### src/rtl/mem_access_ctrl_pkg.sv
// Shared types and constants for the data-memory access controller.
package mem_access_ctrl_pkg;

  typedef enum logic [1:0] {
    StIdle,
    StRead,
    StWrite,
    StResp
  } state_e;

  localparam logic [2:0] F3_B  = 3'b000;
  localparam logic [2:0] F3_H  = 3'b001;
  localparam logic [2:0] F3_W  = 3'b010;
  localparam logic [2:0] F3_BU = 3'b100;
  localparam logic [2:0] F3_HU = 3'b101;

  localparam int unsigned MEM_BYTES_DEFAULT = 256;

  // Access size in bytes from funct3[1:0]; the 2'b11 encoding is illegal and flagged elsewhere.
  function automatic logic [2:0] access_size(input logic [2:0] funct3);
    logic [2:0] size;
    case (funct3[1:0])
      2'b00:   size = 3'd1;
      2'b01:   size = 3'd2;
      default: size = 3'd4;
    endcase
    return size;
  endfunction

endpackage

### src/rtl/mem_lane_align.sv
// Byte/halfword lane handling: load extraction with extension, store merge, alignment check.
module mem_lane_align
  import mem_access_ctrl_pkg::*;
(
  input  logic [31:0] i_word,
  input  logic [1:0]  i_addr,
  input  logic [2:0]  i_funct3,
  input  logic [31:0] i_wdata,
  output logic [31:0] o_load_data,
  output logic [31:0] o_store_word,
  output logic        o_misalign
);

  logic [31:0] w_shifted;
  logic [7:0]  w_byte;
  logic [15:0] w_half;

  // Select the addressed lane and extend it for loads.
  always_comb begin
    w_shifted   = i_word >> {i_addr, 3'b000};
    w_byte      = w_shifted[7:0];
    w_half      = i_addr[1] ? i_word[31:16] : i_word[15:0];
    o_load_data = i_word;
    case (i_funct3)
      F3_B:    o_load_data = {{24{w_byte[7]}}, w_byte};
      F3_H:    o_load_data = {{16{w_half[15]}}, w_half};
      F3_BU:   o_load_data = {24'b0, w_byte};
      F3_HU:   o_load_data = {16'b0, w_half};
      default: o_load_data = i_word;
    endcase
  end

  // Merge sub-word store data into the previously read word; full-word stores pass through.
  always_comb begin
    o_store_word = i_word;
    case (i_funct3)
      F3_B:    o_store_word[{i_addr, 3'b000} +: 8]        = i_wdata[7:0];
      F3_H:    o_store_word[{i_addr[1], 4'b0000} +: 16]   = i_wdata[15:0];
      default: o_store_word = i_wdata;
    endcase
  end

  // Halfwords need an even address, words a multiple of four.
  always_comb begin
    o_misalign = 1'b0;
    case (i_funct3[1:0])
      2'b01:   o_misalign = i_addr[0];
      2'b10:   o_misalign = |i_addr;
      default: o_misalign = 1'b0;
    endcase
  end

endmodule

### src/rtl/mem_access_ctrl.sv
// Single-outstanding load/store initiator for a word-wide data memory; sub-word stores use RMW.
module mem_access_ctrl
  import mem_access_ctrl_pkg::*;
#(
  parameter int unsigned MEM_BYTES = MEM_BYTES_DEFAULT,
  parameter int unsigned ADDR_W    = 32
) (
  input  logic              i_clk,
  input  logic              i_reset,
  input  logic              i_req_valid,
  output logic              o_req_ready,
  input  logic              i_req_write,
  input  logic [2:0]        i_req_funct3,
  input  logic [ADDR_W-1:0] i_req_addr,
  input  logic [31:0]       i_req_wdata,
  output logic              o_resp_valid,
  output logic [31:0]       o_resp_rdata,
  output logic              o_resp_err,
  output logic [ADDR_W-1:0] o_mem_address,
  output logic [31:0]       o_mem_writeData,
  output logic              o_mem_memRead,
  output logic              o_mem_memWrite,
  input  logic [31:0]       i_mem_memData
);

  state_e            r_state;
  state_e            w_state_d;
  logic              w_accept;
  logic [ADDR_W-1:0] r_addr;
  logic [31:0]       r_wdata;
  logic [2:0]        r_funct3;
  logic              r_write;
  logic              r_err;
  logic [31:0]       r_rbuf;
  logic [31:0]       r_rdata;

  logic [31:0]       w_la_word;
  logic [1:0]        w_la_addr;
  logic [2:0]        w_la_funct3;
  logic [31:0]       w_load_data;
  logic [31:0]       w_store_word;
  logic              w_misalign;
  logic              w_f3_ok;
  logic [ADDR_W:0]   w_end;
  logic              w_range_err;
  logic              w_req_err;

  // The aligner serves the incoming request in IDLE and the latched request afterwards.
  always_comb begin
    w_la_word   = (r_state == StRead) ? i_mem_memData : r_rbuf;
    w_la_addr   = (r_state == StIdle) ? i_req_addr[1:0] : r_addr[1:0];
    w_la_funct3 = (r_state == StIdle) ? i_req_funct3 : r_funct3;
  end

  mem_lane_align u_lane_align (
    .i_word       (w_la_word),
    .i_addr       (w_la_addr),
    .i_funct3     (w_la_funct3),
    .i_wdata      (r_wdata),
    .o_load_data  (w_load_data),
    .o_store_word (w_store_word),
    .o_misalign   (w_misalign)
  );

  // Request error check; the extra top bit makes a wrapping address fail the range test.
  always_comb begin
    if (i_req_write) begin
      w_f3_ok = i_req_funct3 inside {F3_B, F3_H, F3_W};
    end else begin
      w_f3_ok = i_req_funct3 inside {F3_B, F3_H, F3_W, F3_BU, F3_HU};
    end
    w_end       = {1'b0, i_req_addr} + {{(ADDR_W - 2){1'b0}}, access_size(i_req_funct3)};
    w_range_err = w_end > (ADDR_W + 1)'(MEM_BYTES);
    w_req_err   = !w_f3_ok || w_misalign || w_range_err;
  end

  // Next-state logic.
  always_comb begin
    w_state_d = r_state;
    w_accept  = 1'b0;
    unique case (r_state)
      StIdle: begin
        if (i_req_valid) begin
          w_accept = 1'b1;
          if (w_req_err) begin
            w_state_d = StResp;
          end else if (i_req_write && (i_req_funct3 == F3_W)) begin
            w_state_d = StWrite;
          end else begin
            w_state_d = StRead;
          end
        end
      end
      StRead:  w_state_d = r_write ? StWrite : StResp;
      StWrite: w_state_d = StResp;
      StResp:  w_state_d = StIdle;
      default: w_state_d = StIdle;
    endcase
  end

  // Moore outputs decoded from state and latched request fields.
  always_comb begin
    o_req_ready     = (r_state == StIdle);
    o_resp_valid    = (r_state == StResp);
    o_resp_err      = (r_state == StResp) && r_err;
    o_resp_rdata    = r_rdata;
    o_mem_memRead   = (r_state == StRead);
    o_mem_memWrite  = (r_state == StWrite);
    o_mem_address   = '0;
    o_mem_writeData = '0;
    if ((r_state == StRead) || (r_state == StWrite)) begin
      o_mem_address = {r_addr[ADDR_W-1:2], 2'b00};
    end
    if (r_state == StWrite) begin
      o_mem_writeData = w_store_word;
    end
  end

  // State register.
  always_ff @(posedge i_clk or negedge i_reset) begin
    if (!i_reset) begin
      r_state <= StIdle;
    end else begin
      r_state <= w_state_d;
    end
  end

  // Latch request fields and the error verdict at accept.
  always_ff @(posedge i_clk or negedge i_reset) begin
    if (!i_reset) begin
      r_addr   <= '0;
      r_wdata  <= '0;
      r_funct3 <= '0;
      r_write  <= 1'b0;
      r_err    <= 1'b0;
    end else if (w_accept) begin
      r_addr   <= i_req_addr;
      r_wdata  <= i_req_wdata;
      r_funct3 <= i_req_funct3;
      r_write  <= i_req_write;
      r_err    <= w_req_err;
    end
  end

  // Capture the read word on leaving READ; needed for the RMW merge.
  always_ff @(posedge i_clk or negedge i_reset) begin
    if (!i_reset) begin
      r_rbuf <= '0;
    end else if (r_state == StRead) begin
      r_rbuf <= i_mem_memData;
    end
  end

  // Response data is loaded on entry to RESP and held until the next response.
  always_ff @(posedge i_clk or negedge i_reset) begin
    if (!i_reset) begin
      r_rdata <= '0;
    end else if ((r_state == StRead) && !r_write) begin
      r_rdata <= w_load_data;
    end else if ((r_state == StWrite) || (w_accept && w_req_err)) begin
      r_rdata <= '0;
    end
  end

endmodule
### config.mk
export PLATFORM = sky130hd
export DESIGN_NAME = mem_access_ctrl
export DESIGN_NICKNAME = d
export VERILOG_FILES = /design/src/rtl/mem_access_ctrl_pkg.sv /design/src/rtl/mem_lane_align.sv /design/src/rtl/mem_access_ctrl.sv
export SDC_FILE = /design/constraint.sdc
export NUM_CORES = 1
export LEC_CHECK = 0
export CORE_MARGIN = 2
export CORE_UTILIZATION = 35
export CTS_CLUSTER_DIAMETER = 60
export DETAILED_ROUTE_END_ITERATION = 6
export PLACE_DENSITY_LB_ADDON = 0.15
export SYNTH_ARGS = -nofsm -noshare
export SYNTH_HDL_FRONTEND = slang
export SYNTH_SLANG_ARGS = --single-unit
### constraint.sdc
create_clock -name i_clk -period 3.8 [get_ports i_clk]
set_input_delay 0.38 -clock i_clk [delete_from_list [all_inputs] [get_ports i_clk]]
set_output_delay 0.38 -clock i_clk [all_outputs]
set_load 0.03 [all_outputs]
==> run metrics, run 1 <==
outcome completed; Initial Util 35.7%; drt drc 0; sw frac 47.8%; Setup TNS Final 0 ns; Final Cell Area between 0.01 and 0.015 mm²; CP Cell Sequence inv_1 -> ha_1 -> buf_6 -> mux2i_4 -> buf_4 -> inv_1 -> ha_1 -> nor4b_2 -> buf_4 -> nand2_1 -> o21ai_0 -> a221oi_1 -> nor2b_2 -> dlygate4sd2_1; Yosys reg bits 135; PortBufs about 200; hold slack between 0.4 and 0.5 ns; Final Net Count ~1200; Max stage delay cell, worst path dfrtp_1; Final Skew 0.00767 ns; Overflow after GRT 0; vias in the first global route between 7000 and 8000; Multi-input gate area about 0.0047 mm²; TritonCTS clock tree yes; Row Count 56; post-DP HPWL roughly 21000 µm; clock sink total ~140; fin. max-slew vios 0; fraction of layout cells with a size suffix above 1 between 10% and 20%; die area around 0.025 mm²; Worst EP arrival ~3.3 ns; worst slew pin tran around 0.8 ns; mapped cell area approximately 0.0084 mm²; area grow syn2layout 38.4%; fmax ~0.27 GHz; leading area contributor after synthesis dfrtp_1; internal power 5800 µW; final non-filler cell total around 1400; synth unique cells between 60 and 70; WL/cell between 20 and 25 µm; Psw approximately 5300 µW; worst reg-to-reg setup slack between 0.5 and 0.6 ns; Power, Total between 10000 and 15000 µW; later-pin clock latency in the skew report about 0.43 ns; Combinational Power Share a little over three fifths; DR vias/cell 5.43; antenna-violating nets left 0; Worst Hold Class flip-flop to flip-flop; clock buffer depth 2; first-pass GRT wire length between 40000 and 50000 µm; WP buf/inv 6; DR pass1 iterations 5; Power per Cell Area ~960 mW/mm²; CP endpoint kind output port; final setup fails 0; VDD IR max ~550 µV; Final min period about 3.6 ns; main area contributors after synthesis dfrtp_1, mux2_2, mux2i_1; Reg area 0.00338 mm²; fillcell total ~2200; DR top layer met5; gp weighted congestion around 0.89; share of Yosys cell area claimed by the top area cell type ~40%; Lkg Pwr roughly 0.0047 µW; Worst slew margin between 40% and 50%; H-tree lvl count 4; register share of total power 22.7%; startpoint types flip-flop; DIE HEIGHT 159 µm; DP Cell Count between 1000 and 1500; CTS Buf Count 17; max cap viols 0; met3 wire length ~1800 µm; Area after DPL roughly 0.011 mm²; Final period util between 90% and 100%; setup bufs post-CTS 0; Main synth FF type dfrtp_1; Synth Instances ~900; die outline width about 160 µm; Final Hold Violating Endpoints 0; WS Path Type flip-flop to output port; Seq/Total Area, Yosys 40.3%; clock share of power between 10 and 15%; WL met1 12800 µm; Post-synth EDFFs 0; detailed router's first-iteration violation count approximately 470; drt total wl 29300 µm; Synthesis Warnings 0; io pins slightly above 200; GRT Util Overall 23.2%; core area between 0.02 and 0.025 mm²; vias 7855; diode count 0; Crit path largest cell delay 0.41 ns; CTS root buffer clkbuf_16; RSZ-0062 raised after global routing yes; largest net degree at the start of global routing 77; CP required 3.42 ns; initial antenna violation count 1; clk slew on worst S/H paths about 0.060 ns; met2 WL 14100 µm; Avg Cell Area, Syn a little over 9 µm²; ys async rst share 100%; CP top delay family buffers and inverters; CP max FO 8
synth_stat cells, types with 18 or more instances:
| cell type | count |
|---|---|
| and2_1 | 36 |
| nand4_1 | 41 |
| a31oi_1 | 18 |
| clkbuf_1 | 50 |
| nor2b_1 | 19 |
| mux2_2 | 66 |
| mux2i_1 | 42 |
| nand2_1 | 95 |
| dfrtp_1 | 135 |
| a21oi_1 | 23 |
| inv_1 | 42 |
| a221oi_1 | 31 |
| o21ai_0 | 68 |
| nor2_1 | 45 |
worst paths after layout:
check                      startpoint                  end  cells past startpoint
max                        r_state[0]  o_mem_writeData[30]                     14
min                        r_addr[14]           r_addr[14]                      2
max reg2reg                r_state[0]      o_resp_rdata[1]                     14
min reg2reg                r_addr[14]           r_addr[14]                      2
max in group asynchronous     i_reset           r_rbuf[23]                      3
min in group asynchronous     i_reset          r_wdata[16]                      2
layout make-up:
type	count	area share (%)
Clock inverter	9	0.658
Tap cell	319	3.44
Multi-Input combinational cell	655	40.3
Clock buffer	23	4.03
Inverter	43	1.39
Timing Repair Buffer	262	21.1
Sequential cell	135	29.1
routing by layer:
layer	vias to the layer above	GRT usage, %
met1	3813	30.1
met3	25	5.93
li1	3755	-
met4	2	6.05
met2	260	38.5
met5	-	0
repair_timing:
item / 4_1_cts / 5_1_grt
pin swaps: 0 / 1
gates resized for setup: 13 / 12
endpoints found under the setup margin: 10 / 14
hold endpoints to repair: 59 / 0
gates cloned: 0 / 0
hold buffers: 1 / 0
state kept, by name, summed over array words and instances, names as in the netlist:
| signal | flops |
|---|---|
| o_resp_rdata | 32 |
| r_wdata | 32 |
| r_state | 2 |
| r_addr | 32 |
| r_rbuf | 32 |
| r_write | 1 |
| r_err | 1 |
| r_funct3 | 3 |
stage by stage:
| stage | setup slack, ns | util [%] |
|---|---|---|
| after global routing | -0.0281 | 49.4 |
| after floorplan | -0.0463 | - |
| after CTS | 0.0628 | 49.3 |
| final | 0.163 | 49.4 |
| after detailed placement | 0.0352 | 47.0 |
| after global placement | 0.0825 | 47.0 |
power groups by stage:
| stage | clock (µW) | combinational [µW] | sequential (µW) |
|---|---|---|---|
| 2_1_floorplan | 0 | 4260 | 2500 |
| 4_1_cts | 1590 | 6960 | 2520 |
| 5_1_grt | 1660 | 7530 | 2600 |
| 6_report | 1570 | 7010 | 2520 |
| 3_5_place_dp | 0 | 6960 | 2530 |
| 3_3_place_gp | 0 | 6940 | 2520 |
placed cells by master (no fill, tap or decap), types with 6 or more instances in the layout:
| master | n |
|---|---|
| o22ai_1 | 7 |
| buf_4 | 77 |
| nor2b_1 | 11 |
| clkinv_2 | 6 |
| a21oi_1 | 23 |
| ha_1 | 13 |
| clkbuf_16 | 17 |
| nor2_1 | 45 |
| inv_1 | 42 |
| o21ai_0 | 68 |
| and2_1 | 36 |
| mux2_2 | 66 |
| nand2_1 | 94 |
| a211oi_1 | 17 |
| a221oi_1 | 28 |
| a21boi_2 | 8 |
| mux2i_1 | 39 |
| nand4_1 | 41 |
| a32oi_1 | 17 |
| a31oi_1 | 18 |
| nor2b_2 | 7 |
| dlygate4sd2_1 | 7 |
| nand3_1 | 12 |
| clkdlybuf4s50_1 | 168 |
| a21boi_1 | 8 |
| a22oi_1 | 15 |
| dfrtp_1 | 135 |
worst reg2reg max path: cells and delay by family (launching register included):
| kind | cells | cell delay (ns) |
|---|---|---|
| buffers and inverters | 5 | 0.80 |
| and+or+nand+nor | 3 | 0.73 |
| AOI/OAI and AO/OA | 3 | 0.53 |
| DFF | 1 | 0.41 |
| adders and majority gates | 2 | 0.40 |
| muxes | 1 | 0.31 |
cells by family after synthesis:
| family | Yosys count | synth area share (%) |
|---|---|---|
| AO/OA/AOI/OAI | 244 | 20.0 |
| XOR/XNOR | 4 | 0.418 |
| adder cells (fa/ha/maj) | 16 | 2.48 |
| buffers and inverters | 114 | 5.44 |
| flip-flops | 135 | 40.3 |
| multiplexers | 108 | 13.9 |
| other | 1 | 0.0447 |
| AND/OR/NAND/NOR | 281 | 17.5 |
Power figures use the tool's default switching activity.
==> run 2, diff against run 1 <==
--- a/config.mk
+++ b/config.mk
@@ -5,6 +5,7 @@
 export SDC_FILE = /design/constraint.sdc
 export NUM_CORES = 1
 export LEC_CHECK = 0
+export ABC_CLOCK_PERIOD_IN_PS = 3800
 export CORE_MARGIN = 2
 export CORE_UTILIZATION = 35
 export CTS_CLUSTER_DIAMETER = 60
==> results of run 2 <==
Same layout as run 1: the final DEF is identical, and so are final timing and power.
==> run 3, diff against run 2 <==
--- a/config.mk
+++ b/config.mk
@@ -5,6 +5,7 @@
 export SDC_FILE = /design/constraint.sdc
 export NUM_CORES = 1
 export LEC_CHECK = 0
+export ABC_AREA = 1
 export ABC_CLOCK_PERIOD_IN_PS = 3800
 export CORE_MARGIN = 2
 export CORE_UTILIZATION = 35
==> run 3 against run 2 <==
Clock skew up 0.0057 ns. Largest power group unchanged. Maximum frequency up 0.80%. Synthesized cell count up 40%. Core utilization down 2.3 points. Combinational power up 6.1%. Final area up 1.5%. Critical path type unchanged. Critical path depth up 1. Sequential cell count unchanged. Count of clock-buffer cells in the layout down 4. Non-clock buffer count down 28. First-iteration DRC count up 34%.
==> run metrics, run 3 <==
outcome completed; clock sink total 135; top cells by count, synth nand2_1, inv_1, o21ai_0, dfrtp_1, nor2_1; Row Count 58; final setup fails 0; Overflow after GRT 0; gp weighted congestion 0.924; Hold-fix buffers, CTS 0; RSZ-0062 raised after global routing yes; CTS root buffer clkbuf_16; Seq/Total Area, Yosys 38.4%; GRT Util Overall 24.4%; most common cell after layout, fill and taps aside nand2_1; DP Cell Count roughly 1800; Final period util 94.9%; mapped cell area ~0.0088 mm²; VDD IR max ~580 µV; detailed router's first-iteration violation count roughly 640; area grow syn2layout 33.8%; leading area contributor after synthesis dfrtp_1; FF-to-FF End o_resp_rdata[21]; largest net degree at the start of global routing 91; vias around 9000; Final Skew 0.0134 ns; drt drc 0; worst reg-to-reg setup slack approximately 0.6 ns; Final min period ~3.6 ns; core area around 0.025 mm²; clock buffer depth 2; Power per Cell Area 983 mW/mm²; H-tree lvl count 4; Max stage delay cell, worst path dfrtp_1; CP Cell Sequence inv_1 -> ha_4 -> inv_1 -> nand2_1 -> nand2_2 -> buf_4 -> inv_1 -> ha_1 -> inv_1 -> a21oi_1 -> o21ai_0 -> o2111ai_1 -> nand2_1 -> inv_1 -> buf_4; ys async rst share 100%; TritonCTS clock tree yes; io pins 204; fraction of layout cells with a size suffix above 1 a little under an eighth; later-pin clock latency in the skew report roughly 0.43 ns; Worst Slack Setup Final roughly 0.19 ns; CTS Buf Count 17; FF-to-FF path depth 20; Final Hold Violating Endpoints 0; Avg Cell Area, Syn a little under 7 µm²; synth unique cells slightly above 40; Crit path largest cell delay 0.39 ns; CP endpoint kind output port; PortBufs approximately 200; Main synth FF type dfrtp_1; DR pass1 iterations 5; fillcell total approximately 2600; fin. max-slew vios 0; DR vias/cell between 5 and 6; max cap viols 0; CP required between 3 and 4 ns; final non-filler cell total between 1500 and 2000; startpoint types flip-flop; post-DP HPWL between 20000 and 25000 µm; main area contributors after synthesis dfrtp_1, nand2_1, o21ai_0; Worst slew margin between 40% and 50%; initial antenna violation count 2; worst slew pin tran 0.879 ns; Final Net Count 1577; Initial Util between 30% and 40%; drt total wl 31900 µm; antenna-violating nets left 0; share of Yosys cell area claimed by the top area cell type 38.4%; CP max FO 16; die area ~0.026 mm²; Place WS about 0.34 ns; Multi-input gate area 0.00451 mm²; Worst EP arrival between 3 and 4 ns; Area after DPL 0.0111 mm²; Yosys reg bits ~140; DIE HEIGHT 163 µm; die outline width 163 µm; Post-synth EDFFs 0; vias in the first global route 8977; WL/cell around 18 µm; Synthesis Warnings 0; WS Path Type flip-flop to output port; Lkg Pwr roughly 0.0058 µW; FF-to-FF Start r_state[1]; Reg area around 0.0034 mm²; Final Cell Area approximately 0.012 mm²; Synth Instances approximately 1300; most frequent cells in the layout nand2_1, inv_1, clkdlybuf4s50_1; cell mode on critical path inv_1; first-pass GRT wire length just under 50000 µm; most frequent cell after synthesis nand2_1; Worst Hold Class input pin to asynchronous set/reset pin; fmax 0.277 GHz; clk slew on worst S/H paths 0.06 ns
==> run 3: cell types whose count changed after synthesis, sizes merged, moves of 26 or more <==
| cell | change |
|---|---|
| mux2 | -66 |
| inv | +132 |
| o21ai | +101 |
| mux2i | -35 |
| and2 | -35 |
| nand2 | +295 |
| nand4 | -33 |
| o211ai | +31 |
| nor2 | +32 |
| nand3 | +48 |
| a221oi | -31 |
| or2 | +26 |
==> run 3: timing repair <==
item                                    CTS  global route
gates resized for setup                   2             7
pin swaps                                 0             2
endpoints found under the setup margin   23            32
buffers inserted                          0             4
==> run 3: worst max-delay path: cells and delay by family, from the launching register on <==
family                   cells  cell delay, ns
AND/OR/NAND/NOR              3            0.37
adder cells (fa/ha/maj)      2            0.43
flip-flops                   1            0.39
buffers and inverters        7            1.14
AO/OA/AOI/OAI                3            0.45
==> run 3: worst max-delay path by stage <==
stage / from / end / slack, ns / depth (start not counted)
2_1_floorplan: r_state[0] / o_mem_writeData[10] / 0.02 / 17
4_1_cts: r_state[0] / o_mem_writeData[21] / 0.03 / 16
5_1_grt: r_state[1] / o_mem_writeData[16] / -0.08 / 16
3_5_place_dp: i_req_addr[0] / o_resp_rdata[0] / 0.34 / 20
3_3_place_gp: i_req_funct3[0] / o_resp_rdata[18] / 0.36 / 18
6_report: r_state[1] / o_mem_writeData[30] / 0.19 / 15
==> run 3: layout make-up <==
class | instances | share of cell area, %
Clock buffer | 19 | 3.67
Antenna cell | 1 | 0.0212
Inverter | 178 | 5.73
Clock inverter | 13 | 1.48
Tap cell | 330 | 3.50
Timing Repair Buffer | 234 | 18.6
Sequential cell | 135 | 28.7
Multi-Input combinational cell | 892 | 38.3
==> run 3: through the flow <==
stage | hold slack [ns] | total power, µW | setup TNS, ns | util, %
floorplan | 0.0844 | 7010 | 0 | -
global placement | 0.464 | 9680 | 0 | 44.5
detailed placement | 0.466 | 9700 | 0 | 44.5
CTS | 0.0643 | 11500 | 0 | 47.0
global route | 0.0942 | 12400 | -0.153 | 47.2
finish | 0.0271 | 11600 | 0 | 47.2
==> run 3: cell families (layout without fill, tap and decap cells) <==
logic type / after synthesis / in the layout / synth area share, %
AOI/OAI and AO/OA: 272 / 272 / 18.0
other: 1 / 3 / 0.0426
DFF: 135 / 135 / 38.4
adders and majority gates: 16 / 16 / 2.36
xor gates and xnor gates: 5 / 5 / 0.497
muxes: 7 / 7 / 0.796
buffers and inverters: 240 / 444 / 10.8
and+or+nand+nor: 590 / 590 / 29.1
==> run 3: routing by layer <==
layer / vias up / track usage [%] / routed length (µm)
met4: 2 / 9.41 / 1090
li1: 4458 / - / -
met1: 4227 / 30.7 / 13300
met5: - / 0 / 12
met3: 65 / 4.46 / 1870
met2: 323 / 41.7 / 15600
==> run 3: power breakdown <==
group	internal [µW]	total [µW]	switching, µW	leakage (µW)
clock	1040	1740	696	0.000284
sequential	2080	2410	328	0.00166
combinational	2450	7440	4980	0.00383
total	5570	11600	6010	0.00578
